$ cat src/rtl/srp16_boot_loader_pkg.sv
// ---------------------------------------------------------------------------
// srp16_boot_loader_pkg
// Shared definitions for the SRP16 boot loader: the loader state encoding
// (3-bit), the default frame parameters and the checksum helper. The
// testbench imports this package so that it uses the same MAGIC default.
// ---------------------------------------------------------------------------
package srp16_boot_loader_pkg;

    typedef enum logic [2:0] {
        ST_IDLE    = 3'd0,
        ST_LEN_HI  = 3'd1,
        ST_LEN_LO  = 3'd2,
        ST_PAYLOAD = 3'd3,
        ST_CHECK   = 3'd4,
        ST_DONE    = 3'd5,
        ST_ERROR   = 3'd6
    } boot_state_e;

    localparam logic [7:0]  DEFAULT_MAGIC          = 8'h5A;
    localparam logic [15:0] DEFAULT_BASE_ADDR      = 16'h0000;
    localparam logic [15:0] DEFAULT_MAX_LEN        = 16'h8000;
    localparam int          DEFAULT_TIMEOUT_CYCLES = 100000;

    // A frame is good when the modulo-256 sum of payload and CHK is zero.
    function automatic logic checksum_ok(input logic [7:0] sum, input logic [7:0] chk);
        logic [7:0] total;
        total = sum + chk;
        return (total == 8'h00);
    endfunction

    // States in which a frame is in flight and the idle timer runs.
    function automatic logic frame_active(input boot_state_e st);
        return (st == ST_LEN_HI) || (st == ST_LEN_LO) ||
               (st == ST_PAYLOAD) || (st == ST_CHECK);
    endfunction

endpackage

$ cat src/rtl/srp16_boot_loader_timeout.sv
// ---------------------------------------------------------------------------
// boot_timeout_counter
// Counts idle cycles while a frame is in flight. The count restarts whenever
// 'clear' is high; 'expired' flags the cycle in which the count has reached
// TIMEOUT_CYCLES-1 while enabled.
//  clk      in  system clock
//  reset    in  asynchronous active-low reset
//  clear    in  restart the count (byte accepted, or no frame in flight)
//  enable   in  count this cycle
//  expired  out idle limit reached
// ---------------------------------------------------------------------------
module boot_timeout_counter
    import srp16_boot_loader_pkg::*;
#(
    parameter int TIMEOUT_CYCLES = DEFAULT_TIMEOUT_CYCLES
) (
    input  logic clk,
    input  logic reset,
    input  logic clear,
    input  logic enable,
    output logic expired
);

    localparam int            TW   = (TIMEOUT_CYCLES > 1) ? $clog2(TIMEOUT_CYCLES) : 1;
    localparam logic [TW-1:0] LAST = TW'(TIMEOUT_CYCLES - 1);
    localparam logic [TW-1:0] ONE  = TW'(1);

    logic [TW-1:0] timer_q;
    logic [TW-1:0] timer_d;

    assign expired = enable && (timer_q == LAST);

    // Next timer value: clear wins, and the count stops at the limit.
    always_comb begin
        timer_d = timer_q;
        if (clear) begin
            timer_d = '0;
        end else if (enable && !expired) begin
            timer_d = timer_q + ONE;
        end else begin
            timer_d = timer_q;
        end
    end

    // Timer register.
    always_ff @(posedge clk or negedge reset) begin
        if (!reset) begin
            timer_q <= '0;
        end else begin
            timer_q <= timer_d;
        end
    end

endmodule

$ cat src/rtl/srp16_boot_loader.sv
// ---------------------------------------------------------------------------
// srp16_boot_loader
// Receives a framed program image (MAGIC, LEN_HI, LEN_LO, payload, CHK) on a
// byte stream, writes the payload into byte-wide program memory starting at
// BASE_ADDR and releases the SRP16 from reset once the checksum matches.
// Memory is written only while cpu_reset is high.
//  clk         in   system clock, rising edge
//  reset       in   asynchronous active-low reset
//  rx_data     in   stream byte
//  rx_valid    in   rx_data valid
//  rx_ready    out  loader accepts a byte (transfer on rx_valid & rx_ready)
//  start       in   re-arm pulse, honoured in DONE / ERROR only
//  mem_addr    out  memory write address
//  mem_wdata   out  memory write data
//  mem_write   out  one-cycle write strobe per payload byte
//  cpu_reset   out  active-high processor reset
//  boot_done   out  image loaded, checksum good
//  boot_error  out  frame rejected
// ---------------------------------------------------------------------------
module srp16_boot_loader
    import srp16_boot_loader_pkg::*;
#(
    parameter logic [15:0] BASE_ADDR      = DEFAULT_BASE_ADDR,
    parameter logic [7:0]  MAGIC          = DEFAULT_MAGIC,
    parameter logic [15:0] MAX_LEN        = DEFAULT_MAX_LEN,
    parameter int          TIMEOUT_CYCLES = DEFAULT_TIMEOUT_CYCLES
) (
    input  logic        clk,
    input  logic        reset,
    input  logic [7:0]  rx_data,
    input  logic        rx_valid,
    output logic        rx_ready,
    input  logic        start,
    output logic [15:0] mem_addr,
    output logic [7:0]  mem_wdata,
    output logic        mem_write,
    output logic        cpu_reset,
    output logic        boot_done,
    output logic        boot_error
);

    boot_state_e state_q, state_d;

    logic [15:0] len_q,       len_d;
    logic [15:0] count_q,     count_d;
    logic [7:0]  sum_q,       sum_d;
    logic [15:0] mem_addr_q,  mem_addr_d;
    logic [7:0]  mem_wdata_q, mem_wdata_d;
    logic        mem_write_q, mem_write_d;
    logic        rx_ready_q,  rx_ready_d;
    logic        cpu_reset_q, cpu_reset_d;
    logic        boot_done_q, boot_done_d;
    logic        boot_error_q, boot_error_d;

    logic        accept_s;
    logic        active_s;
    logic        tmo_expired_s;
    logic [15:0] len_full_s;
    logic [15:0] count_inc_s;

    assign accept_s    = rx_valid && rx_ready_q;
    assign active_s    = frame_active(state_q);
    assign len_full_s  = {len_q[15:8], rx_data};
    assign count_inc_s = count_q + 16'd1;

    // An accepted byte restarts the idle count; outside a frame it is held at zero.
    boot_timeout_counter #(
        .TIMEOUT_CYCLES (TIMEOUT_CYCLES)
    ) u_timeout (
        .clk     (clk),
        .reset   (reset),
        .clear   (accept_s || !active_s),
        .enable  (active_s),
        .expired (tmo_expired_s)
    );

    // State and datapath registers.
    always_ff @(posedge clk or negedge reset) begin
        if (!reset) begin
            state_q      <= ST_IDLE;
            len_q        <= 16'h0000;
            count_q      <= 16'h0000;
            sum_q        <= 8'h00;
            mem_addr_q   <= BASE_ADDR;
            mem_wdata_q  <= 8'h00;
            mem_write_q  <= 1'b0;
            rx_ready_q   <= 1'b1;
            cpu_reset_q  <= 1'b1;
            boot_done_q  <= 1'b0;
            boot_error_q <= 1'b0;
        end else begin
            state_q      <= state_d;
            len_q        <= len_d;
            count_q      <= count_d;
            sum_q        <= sum_d;
            mem_addr_q   <= mem_addr_d;
            mem_wdata_q  <= mem_wdata_d;
            mem_write_q  <= mem_write_d;
            rx_ready_q   <= rx_ready_d;
            cpu_reset_q  <= cpu_reset_d;
            boot_done_q  <= boot_done_d;
            boot_error_q <= boot_error_d;
        end
    end

    // Next-state logic. An accepted byte takes priority over the idle limit,
    // so a byte arriving in the last allowed cycle still counts.
    always_comb begin
        state_d = state_q;
        case (state_q)
            ST_IDLE: begin
                if (accept_s && (rx_data == MAGIC)) begin
                    state_d = ST_LEN_HI;
                end else begin
                    state_d = ST_IDLE;
                end
            end
            ST_LEN_HI: begin
                if (accept_s) begin
                    state_d = ST_LEN_LO;
                end else if (tmo_expired_s) begin
                    state_d = ST_ERROR;
                end else begin
                    state_d = ST_LEN_HI;
                end
            end
            ST_LEN_LO: begin
                if (accept_s) begin
                    if (len_full_s > MAX_LEN) begin
                        state_d = ST_ERROR;
                    end else if (len_full_s == 16'h0000) begin
                        state_d = ST_CHECK;
                    end else begin
                        state_d = ST_PAYLOAD;
                    end
                end else if (tmo_expired_s) begin
                    state_d = ST_ERROR;
                end else begin
                    state_d = ST_LEN_LO;
                end
            end
            ST_PAYLOAD: begin
                if (accept_s) begin
                    if (count_inc_s == len_q) begin
                        state_d = ST_CHECK;
                    end else begin
                        state_d = ST_PAYLOAD;
                    end
                end else if (tmo_expired_s) begin
                    state_d = ST_ERROR;
                end else begin
                    state_d = ST_PAYLOAD;
                end
            end
            ST_CHECK: begin
                if (accept_s) begin
                    if (checksum_ok(sum_q, rx_data)) begin
                        state_d = ST_DONE;
                    end else begin
                        state_d = ST_ERROR;
                    end
                end else if (tmo_expired_s) begin
                    state_d = ST_ERROR;
                end else begin
                    state_d = ST_CHECK;
                end
            end
            ST_DONE, ST_ERROR: begin
                if (start) begin
                    state_d = ST_IDLE;
                end else begin
                    state_d = state_q;
                end
            end
            // Unused encodings park in ERROR so the processor stays in reset.
            default: state_d = ST_ERROR;
        endcase
    end

    // Datapath and output register inputs. Status outputs are registered
    // copies decoded from the next state, so they line up with state_q.
    always_comb begin
        len_d       = len_q;
        count_d     = count_q;
        sum_d       = sum_q;
        mem_addr_d  = mem_addr_q;
        mem_wdata_d = mem_wdata_q;
        mem_write_d = 1'b0;
        case (state_q)
            ST_IDLE: begin
                if (accept_s && (rx_data == MAGIC)) begin
                    len_d   = 16'h0000;
                    count_d = 16'h0000;
                    sum_d   = 8'h00;
                end else begin
                    len_d = len_q;
                end
            end
            ST_LEN_HI: begin
                if (accept_s) begin
                    len_d = {rx_data, 8'h00};
                end else begin
                    len_d = len_q;
                end
            end
            ST_LEN_LO: begin
                if (accept_s) begin
                    len_d   = len_full_s;
                    count_d = 16'h0000;
                end else begin
                    len_d = len_q;
                end
            end
            ST_PAYLOAD: begin
                if (accept_s) begin
                    mem_write_d = 1'b1;
                    mem_addr_d  = BASE_ADDR + count_q;  // wraps at 16 bits
                    mem_wdata_d = rx_data;
                    sum_d       = sum_q + rx_data;
                    count_d     = count_inc_s;
                end else begin
                    mem_write_d = 1'b0;
                end
            end
            ST_DONE, ST_ERROR: begin
                if (start) begin
                    sum_d   = 8'h00;
                    count_d = 16'h0000;
                end else begin
                    sum_d = sum_q;
                end
            end
            default: begin
                mem_write_d = 1'b0;
            end
        endcase

        rx_ready_d   = (state_d != ST_DONE) && (state_d != ST_ERROR);
        cpu_reset_d  = (state_d != ST_DONE);
        boot_done_d  = (state_d == ST_DONE);
        boot_error_d = (state_d == ST_ERROR);
    end

    assign rx_ready   = rx_ready_q;
    assign mem_addr   = mem_addr_q;
    assign mem_wdata  = mem_wdata_q;
    assign mem_write  = mem_write_q;
    assign cpu_reset  = cpu_reset_q;
    assign boot_done  = boot_done_q;
    assign boot_error = boot_error_q;

endmodule

$ cat config.mk
export PLATFORM = sky130hd
export DESIGN_NAME = srp16_boot_loader
export DESIGN_NICKNAME = d
export VERILOG_FILES = /design/src/rtl/srp16_boot_loader_pkg.sv /design/src/rtl/srp16_boot_loader_timeout.sv /design/src/rtl/srp16_boot_loader.sv
export SDC_FILE = /design/constraint.sdc
export NUM_CORES = 1
export LEC_CHECK = 0
export CAP_MARGIN = 15
export CORE_ASPECT_RATIO = 0.9
export CORE_MARGIN = 2
export CORE_UTILIZATION = 55
export CTS_BUF_LIST = sky130_fd_sc_hd__clkbuf_16
export DETAILED_ROUTE_END_ITERATION = 8
export GPL_ROUTABILITY_DRIVEN = 0
export PLACE_DENSITY = 0.87
export SYNTH_ARGS = -nofsm -noshare
export SYNTH_HDL_FRONTEND = slang
export SYNTH_SLANG_ARGS = --single-unit
$ cat constraint.sdc
create_clock -name clk -period 5 [get_ports clk]
set_input_delay 1.5 -clock clk [delete_from_list [all_inputs] [get_ports clk]]
set_output_delay 1.5 -clock clk [all_outputs]
set_load 0.1 [all_outputs]
==> out/metrics.cfg <==
[sta]
slew_headroom = 0.3445
rsz0062_at_grt = false
fin_crit_sh = 0.8133
hold_violations = 0
setup_viol = 0
fmax_ghz = 0.2459
holdWs_ns = 0.4730
clock_skew_ns = 0.008214
slew_violations = 0
fin_crit_ns = 4.066
tightest_slew_ns = 0.9802
tns_ns = 0

[setup_path]
reg2reg_slack_ns = 2.07
reg2reg_depth = 7
worstPathRequired_ns = 5.29
critical-path-slowest-cell = clkdlybuf4s50_1
crit_family = compound AO/OA/AOI/OAI gates
cp.arrival_ns = 4.35
crit_fanout = 5
start_kind = input pin
cp_num_cells = 11
timing_worst_setup_path_type = in -> reg
r2r_end = state_q[1]
max_stage_delay_ns = 0.55
crit_path_end_kind = flip-flop
crit_buf_inv = 2
cp_cell_sequence = clkdlybuf4s50_1, ha_1, inv_1, fa_1, nand2b_1, a2111oi_0, a211oi_1, nor2b_1, a41oi_1, o22ai_1, o21ba_1
r2r-start = count_q[7]

[global_route]
grt_pass1_vias = 3903
top_usage_layer = met2
grt_overflow_total = 0
grt_max_degree = 90
use_met1 = 0.3579
grt_use_met3 = 0.04260
grt_use_met2 = 0.3988
antenna_found_initial = 0
grt_pass1_wl_mm = 19.23
globalRouteTotalUtil = 0.2578

[place]
io_buffers = 40
post-dp-hpwl_mm = 7.734

[logic_synthesis]
yosys.area.top_type = dfrtp_1
synth.avg_cell_area_um2 = 8.920
synth.top_cell.area_share = 0.4495
synth_seq_area_share = 0.4603
yosysMostFrequentCell = nand2_1
ys_warn_count = 0
ys.flop_type = dfrtp_1
ys_top_cells_by_count = nand2_1, dfrtp_1, o21ai_0, nor2_1, nand3_1
synth-edff-count = 0
synthTopCellsByArea = dfrtp_1, nand2_1, o21ai_0
async_flop_share = 1.000
synth_seq_cells = 89
syn_nets = 565
yosysUniqueCellTypes = 69
synthCells = 543
netlist_area_um2 = 4843

[hold_path]
holdPathStages = 2
hp-class = reg -> reg
min_to = mem_addr[6]
min_from = mem_addr[6]

[cts]
clk_pin_slew_ns = 0.07
cts_tree = yes
cts_max_path_buffers = 2
cts_root_buffer = clkbuf_16
clk-insertion-delay-late_ns = 0.34
cts_setup_buffers = 0
cts_max_level = 3
cts_made_buffers = 9
cts_resized = 0
ctsHoldBuffers = 0
cts_sinks = 89

[routing]
via_per_inst = 5.920
drtAntennaViolNets = 0
wl_per_cell_um = 16.33
drc_errors = 0
drt_iter0_drc = 251
vias = 4126
wl_mm = 11.38
first_pass_iters = 5

[floorplanning]
die_area_um2 = 9574
fp.dieW_um = 102.9
fp.dieH_um = 93.03
start_util = 0.5653
num_rows = 32
core_um2 = 8568
io-pin-count = 41

[final_layout]
layout-drive-gt1-share = 0.07439
area_growth_pct = 16.02
nets = 595
antenna_cells = 0
final_util = 0.6558

[job]
cap_violations = 0

[pwr]
power_w = 0.002852
p_leak_nw = 2.518
ir_drop_mv = 0.4371
p_per_area_nw_per_um2 = 507.5

[run_status]
status = finished, final reports clean

[metal layers]
metal	vias up	part of all wire	wire length, um
li1	1949	-	-
met1	1966	0.43	4897
met2	186	0.48	5493
met3	25	0.060	678
met4	0	0.028	314
met5	-	0	0
[state kept, by name, summed over array words and instances (netlist names)]
register / cells
u_timeout.timer_q: 17
count_q: 16
len_q: 16
mem_addr: 16
mem_wdata: 8
sum_q: 8
state_q: 3
boot_done: 1
boot_error: 1
cpu_reset: 1
mem_write: 1
rx_ready: 1
[final cells by class]
type | count | area [um^2]
multi-input cells | 409 | 2412
clock inverters | 7 | 80.08
inverters | 20 | 75.07
repair buffers | 44 | 447.9
well taps | 119 | 148.9
flip-flops and latches | 89 | 2230
fillers | 688 | 2949
clock buffers | 9 | 225.2
[cells in the final DEF, fill, tap and decap left out, drive strengths merged, types with 21 or more instances in the layout]
cell,count
clkdlybuf4s50,39
dfrtp,87
inv,21
nand2,115
nand3,24
nor2,41
o21ai,61
xnor2,21
xor2,21
[tightest hold or removal path, stage by stage, from the launching register on]
cell and delay, ns:
dfrtp_1 0.34, nand2_1 0.05, nand2_1 0.05
[worst max-delay path by stage]
stage | startpoint | endpoint
2_1_floorplan | rx_data[0] | state_q[0]
3_3_place_gp | rx_data[0] | state_q[0]
3_5_place_dp | rx_data[0] | state_q[0]
4_1_cts | rx_data[0] | rx_ready
5_1_grt | rx_data[0] | rx_ready
6_report | rx_data[0] | rx_ready
[report_power, final]
group | internal [W] | leakage (nW) | switching [W] | total (W)
clock | 0.000393 | 0.149 | 0.000303 | 0.000695
sequential | 0.000853 | 1.20 | 0.000131 | 0.000984
combinational | 0.000363 | 1.17 | 0.000810 | 0.00117
total | 0.00161 | 2.52 | 0.00124 | 0.00285
[logic make-up after synthesis]
logic type      count (synthesis)  share of synthesized area
mux                             2                   0.004133
flops                          89                     0.4603
compound gates                105                     0.1297
buf+inv                        45                    0.04159
xor+xnor                       43                    0.08138
fa+ha+maj                      10                    0.02738
simple gates                  249                     0.2555
[per-stage QoR]
stage,area [um^2],instances,setup slack (ns)
finish,5619,697,0.9336
global route,5619,697,0.5548
CTS,5592,696,1.000
detailed placement,5286,680,0.7237
global placement,5286,680,0.8518
floorplan,4843,543,1.573
(Power assumes the default switching activity.)
